==> config.mk <==
export PLATFORM = sky130hd
export DESIGN_NAME = pong_score_keeper
export DESIGN_NICKNAME = d
export VERILOG_FILES = /design/src/rtl/pong_score_keeper.sv
export SDC_FILE = /design/constraint.sdc
export NUM_CORES = 1
export LEC_CHECK = 0
export BUFFER_PORTS_ARGS = -buffer_cell sky130_fd_sc_hd__buf_2
export CAP_MARGIN = 10
export CORE_MARGIN = 3
export CORE_UTILIZATION = 53
export CTS_BUF_LIST = sky130_fd_sc_hd__clkbuf_8
export DETAILED_ROUTE_END_ITERATION = 10
export PLACE_DENSITY = 0.83
export SLEW_MARGIN = 20
export SYNTH_ARGS = -nofsm -noshare
export SYNTH_HDL_FRONTEND = slang
export SYNTH_SLANG_ARGS = --single-unit
==> constraint.sdc <==
create_clock -name clk -period 1.96 [get_ports clk]
set_clock_uncertainty 0.2 [all_clocks]
set_input_delay 0.098 -clock clk [delete_from_list [all_inputs] [get_ports clk]]
set_output_delay 0.098 -clock clk [all_outputs]
set_load 0.01 [all_outputs]
==> src/rtl/pong_score_keeper.sv <==
`default_nettype none
// ============================================================================
//  Module      : pong_score_keeper
//  Description : Match score keeper and game-flow controller for Pong.
//                Counts points reported by the ball block, sequences
//                idle / serve delay / play / game over, holds the ball in
//                reset between rallies and scans both scores onto the
//                Basys 3 four-digit seven-segment display.
//  Ports       :
//    clk         in   100 MHz system clock
//    reset       in   asynchronous, active-high reset
//    start       in   debounced start button (level, clk-synchronous)
//    score1/2    in   point conditions from the ball block (level)
//    x, y        in   VGA pixel position; x=0,y=481 marks one frame tick
//    ball_reset  out  holds the ball block in reset outside PLAY
//    p1_score    out  player 1 score, packed BCD {tens,ones}
//    p2_score    out  player 2 score, packed BCD {tens,ones}
//    game_over   out  high while in GAMEOVER
//    winner      out  2'b00 none, 2'b01 player 1, 2'b10 player 2
//    an          out  digit anodes, active-low
//    seg         out  segments {g,f,e,d,c,b,a}, active-low
//  Revision    : 1.0  initial release
// ============================================================================
module pong_score_keeper #(
  parameter int WIN_SCORE    = 11,
  parameter int SERVE_FRAMES = 120,
  parameter int SCAN_W       = 18
) (
  input  logic       clk,
  input  logic       reset,
  input  logic       start,
  input  logic       score1,
  input  logic       score2,
  input  logic [9:0] x,
  input  logic [9:0] y,
  output logic       ball_reset,
  output logic [7:0] p1_score,
  output logic [7:0] p2_score,
  output logic       game_over,
  output logic [1:0] winner,
  output logic [3:0] an,
  output logic [6:0] seg
);

  typedef enum logic [1:0] {
    IDLE     = 2'd0,
    SERVE    = 2'd1,
    PLAY     = 2'd2,
    GAMEOVER = 2'd3
  } state_t;

  localparam int             FC_W       = (SERVE_FRAMES > 1) ? $clog2(SERVE_FRAMES) : 1;
  localparam logic [FC_W-1:0] SERVE_LAST = FC_W'(SERVE_FRAMES - 1);
  // Scores are kept in BCD, so the win threshold is compared in BCD too.
  localparam logic [7:0]     WIN_BCD    = {4'(WIN_SCORE / 10), 4'(WIN_SCORE % 10)};

  state_t            state, state_n;
  logic [FC_W-1:0]   frame_cnt, frame_cnt_n;
  logic [7:0]        p1_n, p2_n;
  logic [1:0]        winner_n;
  logic              score1_q, score2_q, start_q;
  logic              s1_rise, s2_rise, st_rise;
  logic              frame_tick;
  logic [SCAN_W-1:0] scan_cnt;
  logic [1:0]        sel;
  logic [3:0]        digit;
  logic              blank;
  logic [3:0]        an_n;
  logic [6:0]        seg_n;

  function automatic logic [7:0] bcd_inc(input logic [7:0] v);
    logic [7:0] r;
    if (v[3:0] == 4'd9) r = {v[7:4] + 4'd1, 4'd0};
    else                r = {v[7:4], v[3:0] + 4'd1};
    return r;
  endfunction

  function automatic logic [6:0] seg_decode(input logic [3:0] d);
    logic [6:0] r;
    case (d)
      4'd0:    r = 7'h40;
      4'd1:    r = 7'h79;
      4'd2:    r = 7'h24;
      4'd3:    r = 7'h30;
      4'd4:    r = 7'h19;
      4'd5:    r = 7'h12;
      4'd6:    r = 7'h02;
      4'd7:    r = 7'h78;
      4'd8:    r = 7'h00;
      4'd9:    r = 7'h10;
      default: r = 7'h7F;
    endcase
    return r;
  endfunction

  assign frame_tick = (y == 10'd481) && (x == 10'd0);
  assign s1_rise    = score1 & ~score1_q;
  assign s2_rise    = score2 & ~score2_q;
  assign st_rise    = start  & ~start_q;

  // Next-state / next-score logic
  always_comb begin
    state_n     = state;
    frame_cnt_n = frame_cnt;
    p1_n        = p1_score;
    p2_n        = p2_score;
    winner_n    = winner;
    case (state)
      IDLE: begin
        if (st_rise) begin
          state_n     = SERVE;
          frame_cnt_n = '0;
        end
      end
      SERVE: begin
        if (frame_tick) begin
          if (frame_cnt == SERVE_LAST) begin
            state_n     = PLAY;
            frame_cnt_n = '0;
          end else begin
            frame_cnt_n = frame_cnt + 1'b1;
          end
        end
      end
      PLAY: begin
        // Player 1 has priority when both sides rise in the same cycle.
        if (s1_rise) begin
          p1_n        = bcd_inc(p1_score);
          frame_cnt_n = '0;
          if (p1_n == WIN_BCD) begin
            state_n  = GAMEOVER;
            winner_n = 2'b01;
          end else begin
            state_n  = SERVE;
          end
        end else if (s2_rise) begin
          p2_n        = bcd_inc(p2_score);
          frame_cnt_n = '0;
          if (p2_n == WIN_BCD) begin
            state_n  = GAMEOVER;
            winner_n = 2'b10;
          end else begin
            state_n  = SERVE;
          end
        end
      end
      GAMEOVER: begin
        if (st_rise) begin
          state_n     = SERVE;
          frame_cnt_n = '0;
          p1_n        = 8'h00;
          p2_n        = 8'h00;
          winner_n    = 2'b00;
        end
      end
      default: state_n = IDLE;
    endcase
  end

  // State and score registers; ball_reset/game_over follow the next state
  // so they change on the same edge as the state itself.
  always_ff @(posedge clk or posedge reset) begin
    if (reset) begin
      state      <= IDLE;
      frame_cnt  <= '0;
      p1_score   <= 8'h00;
      p2_score   <= 8'h00;
      winner     <= 2'b00;
      ball_reset <= 1'b1;
      game_over  <= 1'b0;
      score1_q   <= 1'b0;
      score2_q   <= 1'b0;
      start_q    <= 1'b0;
    end else begin
      state      <= state_n;
      frame_cnt  <= frame_cnt_n;
      p1_score   <= p1_n;
      p2_score   <= p2_n;
      winner     <= winner_n;
      ball_reset <= (state_n != PLAY);
      game_over  <= (state_n == GAMEOVER);
      score1_q   <= score1;
      score2_q   <= score2;
      start_q    <= start;
    end
  end

  // Display digit select; a zero tens digit is blanked but its anode stays on.
  assign sel = scan_cnt[SCAN_W-1 -: 2];

  always_comb begin
    digit = 4'd0;
    blank = 1'b0;
    an_n  = 4'hF;
    case (sel)
      2'd3: begin
        digit = p1_score[7:4];
        blank = (p1_score[7:4] == 4'd0);
        an_n  = 4'b0111;
      end
      2'd2: begin
        digit = p1_score[3:0];
        an_n  = 4'b1011;
      end
      2'd1: begin
        digit = p2_score[7:4];
        blank = (p2_score[7:4] == 4'd0);
        an_n  = 4'b1101;
      end
      default: begin
        digit = p2_score[3:0];
        an_n  = 4'b1110;
      end
    endcase
    seg_n = blank ? 7'h7F : seg_decode(digit);
  end

  always_ff @(posedge clk or posedge reset) begin
    if (reset) begin
      scan_cnt <= '0;
      an       <= 4'hF;
      seg      <= 7'h7F;
    end else begin
      scan_cnt <= scan_cnt + 1'b1;
      an       <= an_n;
      seg      <= seg_n;
    end
  end

endmodule
`default_nettype wire

# Word level (Yosys, flattened, before mapping)
# Memory sizes are Yosys's and may differ from the RTL's.
# Cells that the tools add are included.
dict set report op_classes {
  addsub 6
  n_mux 37
  n_eq_ne 23
  n_reduce_logical 11
  n_bitwise 6
}
# cell n
set op_table {}
lappend op_table {{2-to-1 mux 8 bit} 11}
lappend op_table {{2-to-1 mux 7 bit} 6}
lappend op_table {{case mux 8 bit (2 select lines)} 2}
lappend op_table {{2-to-1 mux 2 bit} 12}
lappend op_table {{case mux 4 bit (3 select lines)} 2}
lappend op_table {{case mux 7 bit (3 select lines)} 1}
lappend op_table {{adder 18 x 1 -> 18 bit (second input constant)} 1}
lappend op_table {{adder 4 x 1 -> 4 bit (second input constant)} 4}
lappend op_table {{== test 8 x 5 -> 1 bit (second input constant)} 2}
lappend op_table {{!= test 2 bit (second input constant)} 6}
lappend op_table {{== test 10 x 9 -> 1 bit (second input constant)} 1}
lappend op_table {{== test 2 bit (second input constant)} 5}
lappend op_table {{logical NOT 10 bit} 1}
lappend op_table {{!= test 3 bit (second input constant)} 3}
lappend op_table {{== test 4 bit (second input constant)} 2}
lappend op_table {{logical NOT 4 bit} 2}
lappend op_table {{adder 7 x 1 -> 7 bit (second input constant)} 1}
lappend op_table {{== test 7 bit (second input constant)} 1}
lappend op_table {{case mux 2 bit (3 select lines)} 1}
lappend op_table {{AND reduction 3 bit} 2}
lappend op_table {{AND reduction 5 bit} 1}
lappend op_table {{== test 2 x 1 -> 1 bit (second input constant)} 2}
lappend op_table {{case mux 2 bit (2 select lines)} 1}
lappend op_table {{AND reduction 4 bit} 1}
lappend op_table {{other kinds (8)} 12}
dict set report word_totals {
  wordCells 97
  input_bits 25
  mem_count 1
  reg_bits 61
  mem_bits_ro 112
}
# name depth width rd rd_ports_with_merged_regs wr line_no
set memory_table {}
lappend memory_table {{(name not given)} 16 7 1 0 0 80} ;# case (d)

# Longest topological paths before layout
dict set report depth {
  ltp_word 11
  mapped_depth 9
  mapped_depth_nobuf 7
}

# Least setup slack after synthesis
# Ideal clock, no wire load.
dict set report synth_path {
  path_kind {flip-flop to flip-flop}
  from {reg frame_cnt[0]}
  to {reg game_over}
  setup_slack_ps -59
  path_stages_with_launch 7
  n_path_buf 0
  arrival_time_ps 1693
  setup_time_ps 127
  cell_sequence {dfrtp_1 > ha_1 > nand4_1 > or3b_4 > or3_1 > a31oi_2 > nor2_1}
}
dict set report synth_between {
  elab_chain_cells 5
}
# item line_no
set synth_rtl {}
lappend synth_rtl {{start: declaration} 58} ;# logic [FC_W-1:0] frame_cnt, frame_cnt_n;
lappend synth_rtl {{start signal: assignment} 176} ;# frame_cnt <= frame_cnt_n;
lappend synth_rtl {{== test 7 bit} 117} ;# if (frame_cnt == SERVE_LAST) begin
lappend synth_rtl {{2-to-1 mux 2 bit} 117}
lappend synth_rtl {{2-to-1 mux 2 bit} 116} ;# if (frame_tick) begin
lappend synth_rtl {{case mux 2 bit (3 select lines)} 108} ;# case (state)
lappend synth_rtl {{== test 2 bit} 181} ;# game_over <= (state_n == GAMEOVER);
lappend synth_rtl {{end signal: assignment} 181}
lappend synth_rtl {{end: declaration} 39} ;# output logic game_over,
# No other way between the ends.
# A chain may end at the register's enable or synchronous reset.

# Worst setup path in the final report
dict set report layout_path {
  from {reg p1_score[5]}
  to {reg ball_reset}
}
dict set report layout_between {
  elab_chain_cells 9
}
# item line_no
set layout_rtl {}
lappend layout_rtl {{start: declaration} 37} ;# output logic [7:0] p1_score,
lappend layout_rtl {{start signal: assignment} 177} ;# p1_score <= p1_n;
lappend layout_rtl {{adder 4 x 1 -> 4 bit} 73} ;# if (v[3:0] == 4'd9) r = {v[7:4] + 4'd1, 4'd0};
lappend layout_rtl {{2-to-1 mux 8 bit *} 73}
lappend layout_rtl {{2-to-1 mux 8 bit *} 127} ;# if (s1_rise) begin
lappend layout_rtl {{2-to-1 mux 8 bit *} 108}
lappend layout_rtl {{== test 8 x 5 -> 1 bit *} 130} ;# if (p1_n == WIN_BCD) begin
lappend layout_rtl {{2-to-1 mux 2 bit *} 130}
lappend layout_rtl {{2-to-1 mux 2 bit *} 127}
lappend layout_rtl {{case mux 2 bit (3 select lines) *} 108}
lappend layout_rtl {{!= test 2 bit *} 180} ;# ball_reset <= (state_n != PLAY);
lappend layout_rtl {{end signal: assignment} 180}
lappend layout_rtl {{end: declaration} 36} ;# output logic ball_reset,
# Mark *: on every way between the ends. The rest lies on a longest branch, timed or not. The select of a mux whose other input is x is not followed.

==> flow_metrics.py <==
metrics = {
    "run_status": {
        "violations": "negative setup slack",
        "status": "finished, violations left",
    },
    "cts": {
        "cts_buffers": 9,
        "h-tree-depth": 3,
        "clockBufferDepth": 2,
        "root_buffer": "clkbuf_8",
        "cts_sinks": 61,
        "clkLatencyLatePin_ns": 0.36,
        "cts_tree": "yes",
        "clkTransAtPathRegs_ns": 0.08,
    },
    "logic_synthesis": {
        "syn_nets": 364,
        "postSynth.asyncResetShare_pct": 100,
        "synth_edf_count": 0,
        "yosys_warnings": 0,
        "synth-seq-area-share_pct": 47.1,
        "synthesis.area_sq_um": 3270,
        "synthFlopType": "dfrtp_1",
        "ys_ff_latch": 61,
        "syn_area_per_cell_sq_um": 10.1,
        "syn_inst": 324,
        "post_synth_num_cell_types": 51,
    },
    "floorplanning": {
        "fp.dieW_um": 84.6,
        "die_h_um": 84.6,
        "core-area_sq_um": 5740,
        "initial_core_util_pct": 57.0,
        "ios": 56,
        "die_area_sq_um": 7150,
        "num_rows": 27,
    },
    "layout": {
        "antenna_cells": 0,
        "drive_gt1_share_pct": 46.1,
        "nFillCells": 295,
        "syn_to_final_growth_pct": 43.0,
        "nNetsFinal": 484,
    },
    "drt": {
        "finalWirelength_mm": 11.1,
        "drc": 0,
        "vias": 3338,
        "routedWlPerCell_um": 21.3,
        "dr.first_iter.drc_count": 368,
        "final_antenna_net_count": 0,
        "dr.pass1.iters": 5,
        "viasPerCell": 6.41,
    },
    "critical_path": {
        "critical_path_depth": 6,
        "critPathTopFamily": "compound AO/OA/AOI/OAI gates",
        "worstReg2RegEnd": "ball_reset$_DFF_PP1_",
        "critPathLaunchType": "flop",
        "cp_slowest_cell": "nor4_1",
        "ff2ff_setup_slack_ns": -0.28,
        "r2r_start": "p1_score[5]$_DFFE_PP0P_",
        "worstPathArrival_ns": 2.33,
        "crit_fanout": 6,
        "path_cells": "buf_4 -> nor4_1 -> a21oi_1 -> o21ai_0 -> o211ai_1 -> nand2b_1",
        "crit_buf_inv": 1,
        "cp-startpoint": "p1_score[5]$_DFFE_PP0P_",
        "critPathMaxStageDelay_ns": 0.50,
        "endpoint": "ball_reset$_DFF_PP1_",
        "crit_path_end_kind": "flop",
        "reg2regPathDepth": 6,
        "path_class": "reg -> reg",
        "critPathRequiredTime_ns": 2.05,
    },
    "sta": {
        "hold_violations": 0,
        "layout_setup_ws_ns": -0.284,
        "post-route-period-util_pct": 115,
        "fin_hold_ws_ns": 0.128,
        "fin_crit_ns": 2.24,
        "tns_ns": -2.02,
        "finalSetupViolations": 22,
        "timing.fmax_ghz": 0.446,
        "rsz0062_at_grt": "true",
        "drv_slew": 0,
        "tightest_slew_ns": 0.542,
        "slew_headroom_pct": 63.5,
    },
    "placement": {
        "numPortBuffers": 55,
        "dp_hpwl_mm": 5.62,
        "place_congestion": 0.889,
    },
    "flow_run": {
        "max_cap_violations": 0,
    },
    "pwr": {
        "p_leak_nw": 2.17,
        "vdd_drop_max_v": 0.000810,
        "p_total_mw": 4.97,
        "power_density_nw_per_um2": 1060,
    },
    "grt": {
        "track_usage_pct": 25.6,
        "antenna_found_initial": 0,
        "grt_max_degree": 62,
        "grt_pass1_vias": 3037,
        "grt_pass1_wl_mm": 14.5,
        "grt.overflow.total": 0,
    },
    "min_path": {
        "hold_path.class": "in -> async",
    },
}
==> cell usage in the layout (no fill, tap or decap), drive strengths merged, types with 3 or more instances in the layout <==
cell,count
and2,3
o31ai,4
nor2b,6
nor4b,4
a21oi,12
xor2,4
nand2,27
nand2b,8
dfstp,12
mux2i,3
mux4,4
nor2,17
nor3,4
and3,6
a31oi,3
o21ai,32
dfrtp,49
nand4,10
ha,15
a22o,3
inv,23
dlygate4sd3,4
nor4,3
nand3,18
a21o,4
buf,115
xnor2,13
clkbuf,9
==> cells in the mapped netlist (3+ instances only) <==
cell type,n,share of area [%]
o21ai_0,32,4.9
nor2b_1,6,1.1
o31ai_1,4,0.92
ha_1,15,5.7
nor2_1,17,2.0
nand3_1,18,2.8
nand4_1,10,1.9
xnor2_1,13,3.5
inv_1,21,2.4
and2_1,3,0.57
nor3_1,4,0.61
dfrtp_1,49,37
a21o_1,4,0.92
nor4_1,3,0.57
clkbuf_1,3,0.34
nor4b_1,4,1.1
buf_2,5,0.76
mux2i_1,3,0.92
a21oi_1,12,1.8
nand2b_1,8,1.5
nand2_1,27,3.1
and3_1,6,1.1
a22o_1,3,0.80
xor2_1,4,1.1
mux4_2,4,2.8
dfstp_2,12,9.6
==> metal layers <==
| metal | global-route usage [%] | up-vias | routed length [um] |
|---|---|---|---|
| li1 | - | 1404 | - |
| met1 | 31.6 | 1612 | 4110 |
| met2 | 43.0 | 244 | 5490 |
| met3 | 4.91 | 78 | 835 |
| met4 | 12.5 | 0 | 680 |
| met5 | 0 | - | 0 |
==> how the worst min path moves through the flow <==
stage	endpoint	slack, ns
6_report	score2_q$_DFF_PP0_	0.13
5_1_grt	state[1]$_DFF_PP0_	0.20
4_1_cts	state[1]$_DFF_PP0_	0.07
3_5_place_dp	state[1]$_DFF_PP0_	-0.009
3_3_place_gp	game_over$_DFF_PP0_	-0.02
2_1_floorplan	score1_q$_DFF_PP0_	-0.07
==> power breakdown <==
group / total [mW] / switching, mW / leakage (nW) / internal [mW]
clock network: 1.30 / 0.578 / 0.106 / 0.722
registers: 1.53 / 0.106 / 0.778 / 1.43
logic: 2.13 / 1.12 / 1.28 / 1.02
total: 4.97 / 1.80 / 2.17 / 3.16
==> logic make-up (layout without fill, tap and decap cells) <==
group / count (synthesis) / count (layout) / synth area share (%)
and+or+nand+nor: 114 / 114 / 18.5
AOI/OAI and AO/OA: 79 / 79 / 16.3
DFF: 61 / 61 / 47.1
buffers and inverters: 31 / 156 / 4.09
xor gates and xnor gates: 17 / 17 / 4.55
adders and majority gates: 15 / 15 / 5.74
muxes: 7 / 7 / 3.67
==> area by class of cell <==
type                            count  area [sq um]  area share [%]
Timing Repair Buffer              119           817            17.5
Multi-Input combinational cell    232          1920            41.1
Inverter                           21          83.8            1.79
Clock buffer                        9           124            2.65
Tap cell                           72          90.1            1.93
Clock inverter                      7          97.6            2.09
Sequential cell                    61          1540            33.0
==> worst register-to-register path, cell delays in order, from the launching register on <==
cell and delay [ns]:
dfrtp_1 0.38, buf_4 0.16, nor4_1 0.50, a21oi_1 0.25, o21ai_0 0.29, o211ai_1 0.20, nand2b_1 0.19
==> through the flow <==
step	worst slack [ns]	util (%)	area (sq um)	instances
4_1_cts	-0.0684	75.5	4330	515
6_report	-0.284	81.5	4680	521
5_1_grt	-0.277	81.5	4680	521
2_1_floorplan	-0.0299	-	3300	324
3_5_place_dp	-0.129	69.0	3960	488
3_3_place_gp	-0.0436	69.0	3960	488
==> flip-flops by register name (all words and copies together) (netlist names) <==
| name | flops |
|---|---|
| state | 2 |
| p2_score | 8 |
| scan_cnt | 18 |
| score1_q | 1 |
| an | 4 |
| game_over | 1 |
| score2_q | 1 |
| start_q | 1 |
| seg | 7 |
| frame_cnt | 7 |
| p1_score | 8 |
| winner | 2 |
| ball_reset | 1 |
==> what timing repair did <==
| action | in CTS | in global routing |
|---|---|---|
| hold buffers | 4 | 0 |
| pin swaps | 11 | 24 |
| setup buffers | 7 | 6 |
| gates resized for setup | 21 | 69 |
| hold endpoints to repair | 64 | 0 |
| endpoints found under the setup margin | 21 | 32 |
(Power assumes the default switching activity.)
